`src/rtl/ram_arbiter_if.sv`:
```
// Bus bundle for ram_arbiter: two requester ports plus the single-port RAM command/response.
// The slave modport is the arbiter's view, the master modport the requesters'/RAM's view.
interface ram_arbiter_if #(
  parameter int ADDR_W = 8,
  parameter int DATA_W = 16
);
  logic              p0_req;
  logic              p1_req;
  logic              p0_we;
  logic              p1_we;
  logic [ADDR_W-1:0] p0_addr;
  logic [ADDR_W-1:0] p1_addr;
  logic [DATA_W-1:0] p0_wdata;
  logic [DATA_W-1:0] p1_wdata;
  logic              p0_gnt;
  logic              p1_gnt;
  logic              p0_done;
  logic              p1_done;
  logic [DATA_W-1:0] p0_rdata;
  logic [DATA_W-1:0] p1_rdata;
  logic              ram_en;
  logic              ram_rw;
  logic [ADDR_W-1:0] ram_addr;
  logic [DATA_W-1:0] ram_wdata;
  logic [DATA_W-1:0] ram_rdata;
  logic              busy;

  modport slave (
    input  p0_req, p1_req, p0_we, p1_we, p0_addr, p1_addr, p0_wdata, p1_wdata, ram_rdata,
    output p0_gnt, p1_gnt, p0_done, p1_done, p0_rdata, p1_rdata,
           ram_en, ram_rw, ram_addr, ram_wdata, busy
  );

  modport master (
    output p0_req, p1_req, p0_we, p1_we, p0_addr, p1_addr, p0_wdata, p1_wdata, ram_rdata,
    input  p0_gnt, p1_gnt, p0_done, p1_done, p0_rdata, p1_rdata,
           ram_en, ram_rw, ram_addr, ram_wdata, busy
  );
endinterface

```
`src/rtl/ram_arbiter.sv`:
```
// Two-port arbiter for a single-port synchronous RAM (port 0 = CPU, port 1 = loader/debug).
// Define RAM_ARB_ROUND_ROBIN_EN for round-robin tie breaking; default is fixed priority to port 1.
module ram_arbiter #(
  parameter int ADDR_W  = 8,
  parameter int DATA_W  = 16,
  parameter int RAM_LAT = 1
) (
  input  logic          clk,
  input  logic          rst_n,
  ram_arbiter_if.slave  bus
);

  typedef enum logic [1:0] {IDLE, ISSUE, WAIT, DONE} state_t;

  state_t            r_state;
  logic              r_win;
  logic [2:0]        r_cnt;
  logic              r_gnt0;
  logic              r_gnt1;
  logic              r_done0;
  logic              r_done1;
  logic              r_en;
  logic              r_rw;
  logic              r_busy;
  logic [ADDR_W-1:0] r_addr;
  logic [DATA_W-1:0] r_wdata;
  logic [DATA_W-1:0] r_rdata0;
  logic [DATA_W-1:0] r_rdata1;
  logic              w_pick;

`ifdef RAM_ARB_ROUND_ROBIN_EN
  logic              r_last;

  always_comb begin
    w_pick = bus.p1_req;
    if (bus.p0_req && bus.p1_req) w_pick = ~r_last;
  end
`else
  always_comb begin
    w_pick = bus.p1_req;
  end
`endif

  always_ff @(posedge clk or negedge rst_n) begin
    if (!rst_n) begin
      r_state  <= IDLE;
      r_win    <= 1'b0;
      r_cnt    <= '0;
      r_gnt0   <= 1'b0;
      r_gnt1   <= 1'b0;
      r_done0  <= 1'b0;
      r_done1  <= 1'b0;
      r_en     <= 1'b0;
      r_rw     <= 1'b0;
      r_busy   <= 1'b0;
      r_addr   <= '0;
      r_wdata  <= '0;
      r_rdata0 <= '0;
      r_rdata1 <= '0;
`ifdef RAM_ARB_ROUND_ROBIN_EN
      r_last   <= 1'b1;
`endif
    end else begin
      r_gnt0  <= 1'b0;
      r_gnt1  <= 1'b0;
      r_done0 <= 1'b0;
      r_done1 <= 1'b0;
      r_en    <= 1'b0;
      case (r_state)
        IDLE: begin
          if (bus.p0_req || bus.p1_req) begin
            r_win   <= w_pick;
            r_rw    <= w_pick ? bus.p1_we    : bus.p0_we;
            r_addr  <= w_pick ? bus.p1_addr  : bus.p0_addr;
            r_wdata <= w_pick ? bus.p1_wdata : bus.p0_wdata;
            r_gnt0  <= ~w_pick;
            r_gnt1  <= w_pick;
            r_en    <= 1'b1;
            r_busy  <= 1'b1;
            r_state <= ISSUE;
          end
        end
        ISSUE: begin
          r_cnt <= 3'(RAM_LAT - 1);
`ifdef RAM_ARB_ROUND_ROBIN_EN
          r_last <= r_win;
`endif
          if (RAM_LAT > 1) begin
            r_state <= WAIT;
          end else begin
            r_done0 <= ~r_win;
            r_done1 <= r_win;
            r_state <= DONE;
          end
        end
        WAIT: begin
          r_cnt <= r_cnt - 3'd1;
          if (r_cnt == 3'd1) begin
            r_done0 <= ~r_win;
            r_done1 <= r_win;
            r_state <= DONE;
          end
        end
        DONE: begin
          // Capture at the end of DONE so rdata holds the read value after the pulse.
          if (!r_rw) begin
            if (r_win) r_rdata1 <= bus.ram_rdata;
            else       r_rdata0 <= bus.ram_rdata;
          end
          r_busy  <= 1'b0;
          r_state <= IDLE;
        end
        default: r_state <= IDLE;
      endcase
    end
  end

  // During DONE the RAM output is forwarded so rdata is already valid alongside done.
  assign bus.p0_rdata  = (r_done0 && !r_rw) ? bus.ram_rdata : r_rdata0;
  assign bus.p1_rdata  = (r_done1 && !r_rw) ? bus.ram_rdata : r_rdata1;
  assign bus.p0_gnt    = r_gnt0;
  assign bus.p1_gnt    = r_gnt1;
  assign bus.p0_done   = r_done0;
  assign bus.p1_done   = r_done1;
  assign bus.ram_en    = r_en;
  assign bus.ram_rw    = r_rw;
  assign bus.ram_addr  = r_addr;
  assign bus.ram_wdata = r_wdata;
  assign bus.busy      = r_busy;

endmodule

```
`src/flat_wrapper.sv`:
```
// flat-port wrapper written by rule: the top's interface ports become plain ports
module ram_arbiter_flat 
#(
  parameter int ADDR_W  = 8,
  parameter int DATA_W  = 16,
  parameter int RAM_LAT = 1
)
  (clk, rst_n, bus_p0_req, bus_p1_req, bus_p0_we, bus_p1_we, bus_p0_addr, bus_p1_addr, bus_p0_wdata, bus_p1_wdata, bus_ram_rdata, bus_p0_gnt, bus_p1_gnt, bus_p0_done, bus_p1_done, bus_p0_rdata, bus_p1_rdata, bus_ram_en, bus_ram_rw, bus_ram_addr, bus_ram_wdata, bus_busy);
  ram_arbiter_if #(.ADDR_W(ADDR_W), .DATA_W(DATA_W)) bus_i ();
  input  logic clk;
  input  logic rst_n;
  input wire logic [$bits(bus_i.p0_req)-1:0] bus_p0_req;
  input wire logic [$bits(bus_i.p1_req)-1:0] bus_p1_req;
  input wire logic [$bits(bus_i.p0_we)-1:0] bus_p0_we;
  input wire logic [$bits(bus_i.p1_we)-1:0] bus_p1_we;
  input wire logic [$bits(bus_i.p0_addr)-1:0] bus_p0_addr;
  input wire logic [$bits(bus_i.p1_addr)-1:0] bus_p1_addr;
  input wire logic [$bits(bus_i.p0_wdata)-1:0] bus_p0_wdata;
  input wire logic [$bits(bus_i.p1_wdata)-1:0] bus_p1_wdata;
  input wire logic [$bits(bus_i.ram_rdata)-1:0] bus_ram_rdata;
  output wire logic [$bits(bus_i.p0_gnt)-1:0] bus_p0_gnt;
  output wire logic [$bits(bus_i.p1_gnt)-1:0] bus_p1_gnt;
  output wire logic [$bits(bus_i.p0_done)-1:0] bus_p0_done;
  output wire logic [$bits(bus_i.p1_done)-1:0] bus_p1_done;
  output wire logic [$bits(bus_i.p0_rdata)-1:0] bus_p0_rdata;
  output wire logic [$bits(bus_i.p1_rdata)-1:0] bus_p1_rdata;
  output wire logic [$bits(bus_i.ram_en)-1:0] bus_ram_en;
  output wire logic [$bits(bus_i.ram_rw)-1:0] bus_ram_rw;
  output wire logic [$bits(bus_i.ram_addr)-1:0] bus_ram_addr;
  output wire logic [$bits(bus_i.ram_wdata)-1:0] bus_ram_wdata;
  output wire logic [$bits(bus_i.busy)-1:0] bus_busy;
  assign bus_i.p0_req = bus_p0_req;
  assign bus_i.p1_req = bus_p1_req;
  assign bus_i.p0_we = bus_p0_we;
  assign bus_i.p1_we = bus_p1_we;
  assign bus_i.p0_addr = bus_p0_addr;
  assign bus_i.p1_addr = bus_p1_addr;
  assign bus_i.p0_wdata = bus_p0_wdata;
  assign bus_i.p1_wdata = bus_p1_wdata;
  assign bus_i.ram_rdata = bus_ram_rdata;
  assign bus_p0_gnt = bus_i.p0_gnt;
  assign bus_p1_gnt = bus_i.p1_gnt;
  assign bus_p0_done = bus_i.p0_done;
  assign bus_p1_done = bus_i.p1_done;
  assign bus_p0_rdata = bus_i.p0_rdata;
  assign bus_p1_rdata = bus_i.p1_rdata;
  assign bus_ram_en = bus_i.ram_en;
  assign bus_ram_rw = bus_i.ram_rw;
  assign bus_ram_addr = bus_i.ram_addr;
  assign bus_ram_wdata = bus_i.ram_wdata;
  assign bus_busy = bus_i.busy;
  ram_arbiter #(.ADDR_W(ADDR_W), .DATA_W(DATA_W), .RAM_LAT(RAM_LAT)) u_core (.clk(clk), .rst_n(rst_n), .bus(bus_i));
endmodule
```
`config.mk`:
```
export PLATFORM = sky130hd
export DESIGN_NAME = ram_arbiter_flat
export DESIGN_NICKNAME = d
export VERILOG_FILES = /design/src/rtl/ram_arbiter_if.sv /design/src/rtl/ram_arbiter.sv /design/src/flat_wrapper.sv
export SDC_FILE = /design/constraint.sdc
export NUM_CORES = 1
export LEC_CHECK = 0
export CAP_MARGIN = 20
export CORE_MARGIN = 2
export CORE_UTILIZATION = 47
export DETAILED_ROUTE_END_ITERATION = 8
export PLACE_DENSITY_LB_ADDON = 0.1
export SYNTH_ARGS = -nofsm -noshare
export SYNTH_HDL_FRONTEND = slang
export SYNTH_SLANG_ARGS = --single-unit
export TNS_END_PERCENT = 50
```
`constraint.sdc`:
```
create_clock -name clk -period 2.7 [get_ports clk]
set_input_delay 0.54 -clock clk [delete_from_list [all_inputs] [get_ports clk]]
set_output_delay 0.54 -clock clk [all_outputs]
set_load 0.005 [all_outputs]
```
==> out/results.ini, run 1 <==
[yosys]
seq_area_frac_synth_pct = 52.02
async_flop_share_pct = 100.0
synth-seq-cells = 69
syn_area_per_cell_um2 = 12.62
syn_area_um2 = 3319
synth.distinct_cells = 24
synth_edf_count = 0
ys_top_cells_by_area = dfrtp_1, mux2_2, mux2i_1, o21ai_0, nand2_1
ys.flop_type = dfrtp_1
syn_inst = 263
yosysTopAreaCell = dfrtp_1
synth_top_area_share_pct = 52.02
synth_nets = 340
yosysWarnings = 0

[routing]
drc = 0
vias_per_cell = 4.886
routed_wl_mm = 7.393
drt_pre_antenna_iters = 4
drtAntennaViolNets = 0
drtIter0Drc = 86
num_vias = 2453
wl_per_cell_um = 14.73

[sta]
setup_viol = 0
worst_pin_slew_ps = 843.3
setup_slack_ps = 160.0
finClkSkew_ps = 7.799
fin_crit_ps = 2540
timing.hold.ws_ps = 298.1
timing.final.crit_share_pct = 94.07
grt_setup_unrepaired = no
fin_setup_tns_ps = 0
final_max_slew_viol_count = 0
final-hold-violation-count = 0
maxSlewHeadroom_pct = 43.78
max_freq_mhz = 393.7

[global_routing]
grt_usage_pct = 20.19
grt_pass1_vias = 2487
antenna_found_initial = 0
grt_max_degree = 49
grt_first_pass_wirelength_mm = 11.85
grt_overflow = 0

[setup_path]
crit_type = reg2out
crit_path_end_kind = primary output
critPathRequiredTime_ps = 2160
start_kind = register
worstPathArrival_ps = 2000
cp_max_fo = 7

[layout]
fillers = 521
multi_input_area_um2 = 1476
fin_nets = 478
drive_gt1_share_pct = 23.40
synthToLayoutAreaGrowth_pct = 49.79
instances_no_fill = 502
diodes = 0
regArea_um2 = 1728

[power_and_ir_drop]
clockPowerShare_pct = 17.5
total_power_uw = 5379
p_per_area_nw_per_um2 = 1082
power.internal_uw = 3825
switching_share_pct = 28.88
p_seq_share_pct = 33.5
p_leak_uw = 0.002195
ir_drop_mv = 0.4760
power_frac_comb_pct = 49.0
p_sw_uw = 1554

[floorplanning]
fp.dieH_um = 88.04
die_x_um = 88.04
start_util_pct = 48.59
rows = 30
ioPinCount = 133
coreArea_um2 = 6832
die_area_um2 = 7751

[job]
maxCapViolCount = 0

[cts]
htreeDepth = 3
cts_setup_buffers = 0
clk_latency_ps = 330
cts_root_buf = clkbuf_8
cts_buffer_depth = 2
cts_resized = 1
cts_hold_buffers = 0
clock_sinks = 69
cts_tree = done
cts_made_buffers = 9
clk_pin_slew_ps = 70

[outcome]
run_status = finished, final reports clean

[place]
dp_hpwl_mm = 5.623
portBuffers = 132
dp_worst_setup_slack_ps = 328.9
placed_cells = 486
gp_congestion = 0.7683

[worst_hold_path]
hp-class = in2async

[placed cells by master, fill, tap and decap left out, types with 2 or more instances in the layout]
| master | instances |
|---|---|
| bufinv_16 | 2 |
| clkbuf_8 | 11 |
| o21ai_0 | 28 |
| mux2i_1 | 27 |
| nand2_1 | 27 |
| clkinv_2 | 2 |
| dfrtp_1 | 68 |
| clkdlybuf4s50_1 | 131 |
| mux2_2 | 65 |
| nor2_1 | 5 |
| nand2b_1 | 2 |
| ha_1 | 7 |
| inv_1 | 7 |
| buf_4 | 8 |
[power by group through the flow]
stage | clock network (µW) | registers (µW) | logic (µW)
after global routing | 1010 | 1870 | 2870
final | 940 | 1800 | 2640
after floorplan | 0 | 1780 | 1280
after CTS | 962 | 1800 | 2680
after global placement | 0 | 1790 | 2620
after detailed placement | 0 | 1810 | 2670
[critical path, stage by stage (launching register included)]
cell and delay [ps]:
dfrtp_2 450, nand2b_2 240, buf_4 200, mux2_2 340
clkdlybuf4s50_1 450
[path summary, 6_finish.rpt]
check,startpoint,to,slack (ps),cells after the start
setup / recovery,u_core.bus.ram_rw,bus_p1_rdata[13],160,4
setup reg to reg,u_core.r_state[1],u_core.r_rdata0[0],800,4
hold / removal,rst_n,u_core.r_rdata1[15],300,1
hold reg to reg,u_core.bus.ram_wdata[8],u_core.bus.ram_wdata[8],480,2
max in group asynchronous,rst_n,u_core.r_rdata1[7],1640,2
min in group clk,u_core.bus.ram_wdata[8],u_core.bus.ram_wdata[8],480,2
[metal layers]
layer / share of wire, % / vias to the layer above / GRT usage (%) / wire length, µm
met5: 0 / - / 0 / 0
met4: 1.4 / 0 / 7.851 / 105
met1: 40 / 1165 / 22.86 / 2922
li1: - / 1192 / - / -
met3: 8.2 / 9 / 6.786 / 604
met2: 51 / 87 / 35.26 / 3760
[layout make-up]
type	instances	share of cell area (%)
Sequential cell	69	34.75
Multi-Input combinational cell	173	29.69
Timing Repair Buffer	141	28.08
Clock buffer	12	3.120
Tap cell	96	2.416
Clock inverter	4	1.409
Inverter	7	0.5284
[stage by stage]
step           instance area (µm²)  util (%)
3_3_place_gp                  4743     69.43
3_5_place_dp                  4743     69.43
5_1_grt                       4972     72.78
4_1_cts                       4971     72.77
6_report                      4972     72.78
2_1_floorplan                 3319         -
[registers in the layout (all words and copies together) (netlist names), 2 cells and up]
name	count
u_core.r_rdata1	16
u_core.r_rdata0	16
u_core.bus.ram_wdata	16
u_core.bus.ram_addr	8
u_core.r_cnt	3
u_core.r_state	2
[kinds of logic after synthesis]
family                   share of synthesized area (%)
multiplexers                                     30.19
buffers and inverters                            3.694
flip-flops                                       52.02
AND/OR/NAND/NOR                                  6.182
AO/OA/AOI/OAI                                    5.277
adder cells (fa/ha/maj)                          2.638
[Yosys cell counts (all sizes together), types with 2 or more instances]
master,n
nand2,27
nand3b,2
inv,7
nand2b,3
mux2,65
clkbuf,5
o21ai,29
buf,9
ha,7
mux2i,27
nor2,5
dfrtp,69
Note: power is estimated with default switching activity, not from simulation.
==> run 2: changes to the inputs <==
--- a/config.mk
+++ b/config.mk
@@ -6,10 +6,11 @@
 export NUM_CORES = 1
 export LEC_CHECK = 0
 export CAP_MARGIN = 20
-export CORE_MARGIN = 2
+export CORE_MARGIN = 8
 export CORE_UTILIZATION = 47
 export DETAILED_ROUTE_END_ITERATION = 8
 export PLACE_DENSITY_LB_ADDON = 0.1
+export SLEW_MARGIN = 20
 export SYNTH_ARGS = -nofsm -noshare
 export SYNTH_HDL_FRONTEND = slang
 export SYNTH_SLANG_ARGS = --single-unit
==> run 2 against run 1 <==
Against the previous run: combinational power is essentially flat; via count shrank 2.3%; power shrank 2.9%; maximum frequency shrank 0.28%; setup slack lost 7.2 ps; core utilization shrank 0.93 points.
==> out/results.ini, run 2 (synthesis gave the netlist of run 1 again) <==
[global_routing]
antenna_found_initial = 0
busiest_layer = met2
grt_overflow = 0
grt_first_pass_wirelength_mm = 13.24
met2_usage_pct = 27.35
grt_pass1_vias = 2673
grt_use_met1_pct = 18.19
grt_max_degree = 45
use_met3_pct = 8.651
grt_usage_pct = 16.87

[cts]
clk_latency_ps = 330
cts_setup_buffers = 0
clk_pin_slew_ps = 70
cts_resized = 0
cts_made_buffers = 9
clock_sinks = 69
cts_tree = done
cts_buffer_depth = 2
cts_hold_buffers = 0
cts_root_buf = clkbuf_8
htreeDepth = 3

[layout]
final_cell_mix = clkdlybuf4s50_1, dfrtp_1, mux2_2, o21ai_0
final_area_um2 = 4908
diodes = 0
layout_commonest_cell = clkdlybuf4s50_1
fin_nets = 476
regArea_um2 = 1727
fillers = 534
drive_gt1_share_pct = 21.89
multi_input_area_um2 = 1474
synthToLayoutAreaGrowth_pct = 47.87

[job]
maxCapViolCount = 0

[sta]
final_max_slew_viol_count = 0
worst_pin_slew_ps = 422.0
setup_viol = 0
final-hold-violation-count = 0
finClkSkew_ps = 5.228
fin_setup_tns_ps = 0
fin_crit_ps = 2547
grt_setup_unrepaired = no
maxSlewHeadroom_pct = 71.87
timing.final.crit_share_pct = 94.34
max_freq_mhz = 392.6

[floorplanning]
die_area_um2 = 10010
rows = 30
ioPinCount = 133
fp.dieH_um = 100.0
coreArea_um2 = 6832
start_util_pct = 48.59
die_x_um = 100.0

[routing]
num_vias = 2397
routed_wl_mm = 7.957
vias_per_cell = 4.813
drtIter0Drc = 47
wl_per_cell_um = 15.98
drtAntennaViolNets = 0
drt_pre_antenna_iters = 3
drc = 0

[worst_hold_path]
hp-class = in2async

[setup_path]
start_kind = register
crit_type = reg2out
worstPathArrival_ps = 2010
crit_path_end_kind = primary output
cp_max_fo = 16
critPathRequiredTime_ps = 2160

[power_and_ir_drop]
clockPowerShare_pct = 15.1
power_frac_comb_pct = 50.6
p_sw_uw = 1538
power.internal_uw = 3683
p_per_area_nw_per_um2 = 1064
p_seq_share_pct = 34.3
ir_drop_mv = 0.6465
p_leak_uw = 0.002163
switching_share_pct = 29.45

[place]
dpl_cell_area_um2 = 4728
gp_congestion = 0.7497
portBuffers = 132
dp_hpwl_mm = 6.177

[outcome]
run_status = finished, final reports clean

-- run 2: changes by cell type in the layout (fill, tap and decap cells not counted), sizes merged --
cell	delta
buf	-2
bufinv	-1
clkinv	-1
-- run 2: critical path, cell delays in order, from the launching register on --
cell	delay (ps)
dfrtp_1	460
nand2b_1	130
buf_4	240
mux2_2	370
clkdlybuf4s50_1	470
-- run 2: worst paths after layout --
path,from,to,slack (ps),depth (start not counted)
setup / recovery,u_core.bus.ram_rw,bus_p0_rdata[11],150,4
hold / removal,rst_n,u_core.r_cnt[0],120,1
setup reg to reg,u_core.r_state[1],u_core.r_rdata0[8],1010,4
hold reg to reg,u_core.bus.ram_addr[3],u_core.bus.ram_addr[3],470,2
max in group asynchronous,rst_n,u_core.r_rdata0[15],1820,2
min in group clk,u_core.bus.ram_addr[3],u_core.bus.ram_addr[3],470,2
-- run 2: area by class of cell --
cell class	count	area share, %
flip-flops and latches	69	35.18
multi-input cells	173	30.03
repair buffers	139	28.14
clock buffers	12	2.957
well taps	96	2.447
clock inverters	2	0.7137
inverters	7	0.5353
-- run 2: layer usage --
layer | routed length, µm | vias to the layer above | share of wire [%]
met5 | 0 | - | 0
met4 | 136 | 0 | 1.7
met3 | 917 | 10 | 12
met2 | 3765 | 89 | 47
met1 | 3138 | 1107 | 39
li1 | - | 1191 | -
-- run 2: per-stage QoR --
step	setup slack, ps	utilization [%]	cells	total power, µW	hold slack (ps)
floorplan	957.1	-	263	3056	244.4
global placement	415.5	69.21	484	4432	461.1
detailed placement	396.7	69.21	484	4501	469.1
CTS	105.6	71.85	498	5313	116.1
global route	50.13	71.85	498	5618	134.1
finish	152.8	71.85	498	5221	119.4
-- run 2: power by group through the flow --
stage,clock (µW),sequential (µW),combinational (µW)
final,786,1790,2640
after CTS,809,1800,2710
after floorplan,0,1780,1280
after global routing,860,1860,2900
after global placement,0,1790,2640
after detailed placement,0,1810,2690
